**config.mk**
```make
export PLATFORM = sky130hd
export DESIGN_NAME = fifo_drain_rd
export DESIGN_NICKNAME = d
export VERILOG_FILES = /design/src/rtl/fifo_drain_rd.sv
export SDC_FILE = /design/constraint.sdc
export NUM_CORES = 1
export LEC_CHECK = 0
export CELL_PAD_IN_SITES_DETAIL_PLACEMENT = 1
export CELL_PAD_IN_SITES_GLOBAL_PLACEMENT = 2
export CORE_UTILIZATION = 31
export DETAILED_ROUTE_END_ITERATION = 8
export HOLD_SLACK_MARGIN = 0.08
export PLACE_DENSITY = 0.72
export SETUP_SLACK_MARGIN = 0.15
export SLEW_MARGIN = 20
export SYNTH_ARGS = -nofsm -noshare
export SYNTH_HDL_FRONTEND = slang
export SYNTH_SLANG_ARGS = --single-unit
export TNS_END_PERCENT = 5
```
**constraint.sdc**
```tcl
create_clock -name clk -period 1.77 [get_ports clk]
set_clock_uncertainty 0.1 [all_clocks]
set_input_delay 0.177 -clock clk [delete_from_list [all_inputs] [get_ports clk]]
set_output_delay 0.177 -clock clk [all_outputs]
set_load 0.02 [all_outputs]
```
**src/rtl/fifo_drain_rd.sv**
```systemverilog
// Read-side drain controller for the 8-bit push/pop FIFO: pops against local
// buffer credit, absorbs the FIFO read latency and replays bytes on a valid/ready stream.
module fifo_drain_rd #(
    parameter int DATA_W = 8,
    parameter int RD_LAT = 1
) (
    input  logic              clk,
    input  logic              rst,
    input  logic              en,
    input  logic              fifo_empty,
    output logic              fifo_pop,
    input  logic [DATA_W-1:0] fifo_dout,
    output logic              m_valid,
    input  logic              m_ready,
    output logic [DATA_W-1:0] m_data,
    output logic              busy,
    output logic [15:0]       rd_count
);
    localparam int BUF_DEPTH = RD_LAT + 2;
    localparam int CW = $clog2(BUF_DEPTH + 1);
    localparam int PW = $clog2(BUF_DEPTH);
    localparam logic [CW:0]   CREDIT = (CW+1)'(BUF_DEPTH);
    localparam logic [PW-1:0] LAST   = PW'(BUF_DEPTH - 1);

    logic [RD_LAT-1:0] pop_pipe;
    logic [CW-1:0]     inflight;
    logic [CW-1:0]     occ;
    logic [PW-1:0]     wr_ptr;
    logic [PW-1:0]     rd_ptr;
    logic [DATA_W-1:0] buf_mem [BUF_DEPTH];
    logic              cap;
    logic              xfer;

    assign cap  = pop_pipe[RD_LAT-1];
    assign xfer = m_valid & m_ready;

    // Credit counts every pop not yet delivered, so the buffer can never overflow.
    // rst is folded in so the pop request drops the instant reset is applied.
    assign fifo_pop = ~rst & en & ~fifo_empty
                      & (({1'b0, inflight} + {1'b0, occ}) < CREDIT);

    assign m_valid = (occ != '0);
    assign m_data  = m_valid ? buf_mem[rd_ptr] : '0;
    assign busy    = (inflight != '0) | m_valid;

    always_ff @(posedge clk or posedge rst) begin
        if (rst) begin
            pop_pipe <= '0;
            inflight <= '0;
            occ      <= '0;
            wr_ptr   <= '0;
            rd_ptr   <= '0;
            rd_count <= '0;
        end else begin
            pop_pipe[0] <= fifo_pop;
            for (int i = 1; i < RD_LAT; i++) begin
                pop_pipe[i] <= pop_pipe[i-1];
            end
            inflight <= inflight + CW'(fifo_pop) - CW'(cap);
            occ      <= occ + CW'(cap) - CW'(xfer);
            if (cap) begin
                wr_ptr <= (wr_ptr == LAST) ? '0 : wr_ptr + PW'(1);
            end
            if (xfer) begin
                rd_ptr   <= (rd_ptr == LAST) ? '0 : rd_ptr + PW'(1);
                rd_count <= rd_count + 16'd1;
            end
        end
    end

    // Storage needs no reset: m_data is masked whenever the buffer is empty.
    always_ff @(posedge clk) begin
        if (cap) begin
            buf_mem[wr_ptr] <= fifo_dout;
        end
    end

    a_no_pop_empty: assert property (@(posedge clk) disable iff (rst)
        !(fifo_pop && fifo_empty));
    a_occ_bound: assert property (@(posedge clk) disable iff (rst)
        occ <= CW'(BUF_DEPTH));
    a_credit_bound: assert property (@(posedge clk) disable iff (rst)
        ({1'b0, inflight} + {1'b0, occ}) <= CREDIT);
    a_stall_stable: assert property (@(posedge clk) disable iff (rst)
        (m_valid && !m_ready) |=> (m_valid && $stable(m_data)));

endmodule

```
==> impl_summary.txt <==
----------------------------------------------------
[Status]
  Outcome ... finished, violations left
  Violations in the final reports ... design-rule violations, negative setup slack

[Setup path]
  Worst EP required ... 1.49 ns
  Slowest library cell on the worst path ... dfrtp_1
  Category of the most critical setup path ... flip-flop to primary output
  Delay of the slowest critical-path stage ... 0.39 ns
  Kind of cell adding the most delay to the critical path ... adder cells
  CP startpoint kind ... flip-flop
  Startpoint of the worst-slack reg-to-reg timing path ... inflight[0]
  Critical register-to-register path endpoint ... inflight[1]
  Kind of capture point of the worst setup path ... primary output
  Total buffers and inverters traversed by the critical path ... 1
  Arrival time reported for the critical path endpoint ... 1.70 ns
  Reg-to-reg slack, setup ... -0.20 ns
  Worst Reg2Reg Path Length in Cells ... 7
  Crit path cell chain ... ha_2 -> fa_2 -> nor2_2 -> nand3_2 -> a21oi_4 -> buf_6
  Maximum fanout along the worst path ... 2

[Synthesis]
  Primary FF master, synth ... dfrtp_1
  Commonest cells in the synthesized netlist ... 25 x dfrtp_1, 24 x edfxtp_1, 24 x nor2_1, 13 x xnor2_1, 11 x nand2_1
  Share of synthesized registers carrying an async set or reset ... 0.510
  Yosys Warn Count ... 0
  Post-Syn Nets ... 182
  Average cell area after synthesis ... 13.0 um^2
  Area fraction of the dominant cell type after synthesis ... 0.341
  EDFF count, synth ... 24
  Synth Register Bits ... 49
  Mapped cell area ... 2110 um^2
  Top-count cell post-synth ... dfrtp_1
  Ranking of synthesized cells by area ... edfxtp_1 34%, dfrtp_1 30%, xnor2_1 5.4%, nor2_1 4.3%, mux2i_1 3.8%
  Part of the Yosys area used for sequential elements ... 0.637
  Cell type with the largest total area after synthesis ... edfxtp_1
  Number of cells produced by synthesis ... 162
  Synth unique cells ... 32

[Floorplan]
  Standard-cell row count ... 29
  Die span in y ... 84.6 um
  Die Outline Area ... 7150 um^2
  Starting density of the core ... 0.327
  Width of the die ... 84.6 um
  Core region area ... 6460 um^2
  Io pins ... 40

[Power and ir drop]
  Leakage Power ... 1.33 nW
  Power Dens Cells ... 1490 nW/um^2
  Peak supply drop ... 403 uV

[Hold path]
  Min-delay worst type ... input port to async pin

[Drt]
  Post-detailed-route DRC marker count ... 8
  Number of nets with antenna violations after detailed routing ... 0
  Detailed-route wire length per cell ... 15.5 um
  Routed via count ... 1,380
  Number of DRC markers after the initial detailed-route iteration ... 39
  First-pass DRT Iterations ... 5
  Via density per instance ... 4.63
  Total Routed Length ... 4610 um

[Global routing]
  Initial antenna violation count ... 0
  Vias in the first global route ... 1,576
  Total gr overflow ... 0
  Maximum number of pins on one net before global-route repair ... 26
  Wire length of the first global-routing pass ... 7960 um
  Overall global routing resource usage ... 0.144

[Flow run]
  Max capacitance violation total ... 0

[Place]
  Total placed instance area ... 2750 um^2
  Number of buffers added on ports ... 39
  Detailed placer's ending HPWL ... 3420 um
  Routability congestion estimate from global placement ... 0.759

[Clock tree]
  CTS root buf ... clkbuf_8
  Depth of the CTS H-tree ... 2
  Number of buffers inserted by hold repair at cts ... 0
  Clock edge transition at the registers on the reported setup and hold paths ... 0.09 ns
  Clock tree from TritonCTS ... built
  Worst-skew pair later-pin latency ... 0.30 ns
  Number of buffers on the longest clock path ... 2
  CTS sink count ... 49
  Clock buffers created by TritonCTS ... 5

[STA]
  Count of endpoints failing hold in the final timing report ... 0
  Fin crit share ... 1.12
  Final slew viol count ... 0
  Achievable Freq ... 0.505 GHz
  Worst-case headroom to the max-slew limit ... 0.722
  Clock period minus final worst setup slack ... 1.98 ns
  RSZ-0062 raised after global routing ... yes
  Slew at the pin closest to its max-slew limit ... 0.418 ns
  TNS Setup ... -0.419 ns
  Fin worst setup slack ... -0.211 ns
  Final setup fails ... 4

[Finish]
  FF+latch area ... 1350 um^2
  Layout net count ... 240
  Count of antenna diodes in the layout ... 0
  Number of inserted filler cells in the final layout ... 705
  Share of cells above drive strength 1 ... 0.267
  Area of the multi-input gates ... 788 um^2
  Post-route design area ... 2880 um^2
  Area added between synthesis and finish ... 36.4%

----------------------------------------------------
==> worst max path at each step <==
stage | slack [ns] | endpoint | startpoint | cells past startpoint
6_report | -0.21 | fifo_pop | inflight[0] | 6
5_1_grt | -0.30 | fifo_pop | inflight[0] | 6
4_1_cts | -0.25 | fifo_pop | inflight[0] | 6
3_5_place_dp | -0.37 | fifo_pop | occ[0] | 6
3_3_place_gp | -0.31 | fifo_pop | occ[0] | 6
2_1_floorplan | -0.20 | inflight[1] | occ[0] | 8
==> power breakdown <==
group / internal, mW / total [mW] / switching (mW) / leakage (nW)
Combinational: 0.889 / 1.83 / 0.941 / 0.734
Clock: 0.459 / 0.830 / 0.371 / 0.0574
Sequential: 1.41 / 1.64 / 0.235 / 0.540
Total: 2.76 / 4.30 / 1.55 / 1.33
==> registers in the layout, indices dropped and copies added (netlist names) <==
register,cells
buf_mem,24
occ,2
wr_ptr,2
rd_count,16
rd_ptr,2
cap,1
inflight,2
==> placed cells by master, fill, tap and decap left out, types with 2 or more instances in the layout <==
cell type / count
a21o_1: 2
a21oi_1: 8
and4_4: 2
buf_4: 21
buf_6: 3
clkbuf_8: 6
clkdlybuf4s50_1: 13
dfrtp_1: 24
dlygate4sd2_1: 11
dlymetal6s2s_1: 4
edfxtp_1: 24
ha_1: 4
inv_1: 8
inv_2: 2
mux2i_1: 8
nand2_1: 11
nand3_2: 3
nand4_1: 2
nor2_1: 22
nor2_2: 2
xnor2_1: 10
xnor2_2: 3
xor2_1: 6
==> routing by layer <==
metal / GRT usage / vias to the layer above / wire, um
li1: - / 663 / -
met1: 0.170 / 677 / 1940
met2: 0.253 / 34 / 2360
met3: 0.0403 / 6 / 246
met4: 0.0462 / 0 / 62
met5: 0 / - / 0
==> worst min-delay path, delay by kind of cell <==
family                 cells  cell delay, ns
buffers and inverters      3            0.80
==> through the flow <==
stage	hold WS (ns)	util	power [mW]	cells	setup slack (ns)
5_1_grt	0.222	0.446	4.61	298	-0.297
4_1_cts	0.179	0.441	4.37	298	-0.245
2_1_floorplan	0.113	-	2.68	162	-0.198
6_report	0.180	0.446	4.30	298	-0.211
3_3_place_gp	0.367	0.426	3.47	290	-0.315
3_5_place_dp	0.373	0.426	3.58	290	-0.372
==> cells by family after synthesis <==
kind of cell | Yosys count | synth area share
AOI/OAI and AO/OA | 12 | 0.0326
xor gates and xnor gates | 19 | 0.0787
adders and majority gates | 7 | 0.0450
buffers and inverters | 13 | 0.0237
DFF | 49 | 0.637
muxes | 9 | 0.0432
and+or+nand+nor | 53 | 0.140
==> layout make-up <==
cell class,count,area share
multi-input cells,100,0.273
well taps,77,0.0334
flip-flops and latches,49,0.467
inverters,10,0.0130
clock buffers,6,0.0286
clock inverters,2,0.0130
repair buffers,54,0.171
==> timing repair <==
item                                    in CTS  in global routing
setup buffers                                0                  0
endpoints found under the setup margin      28                 26
pin swaps                                    8                 12
gates cloned                                 0                  0
resized for setup                           68                 10
Power figures use the tool's default switching activity.
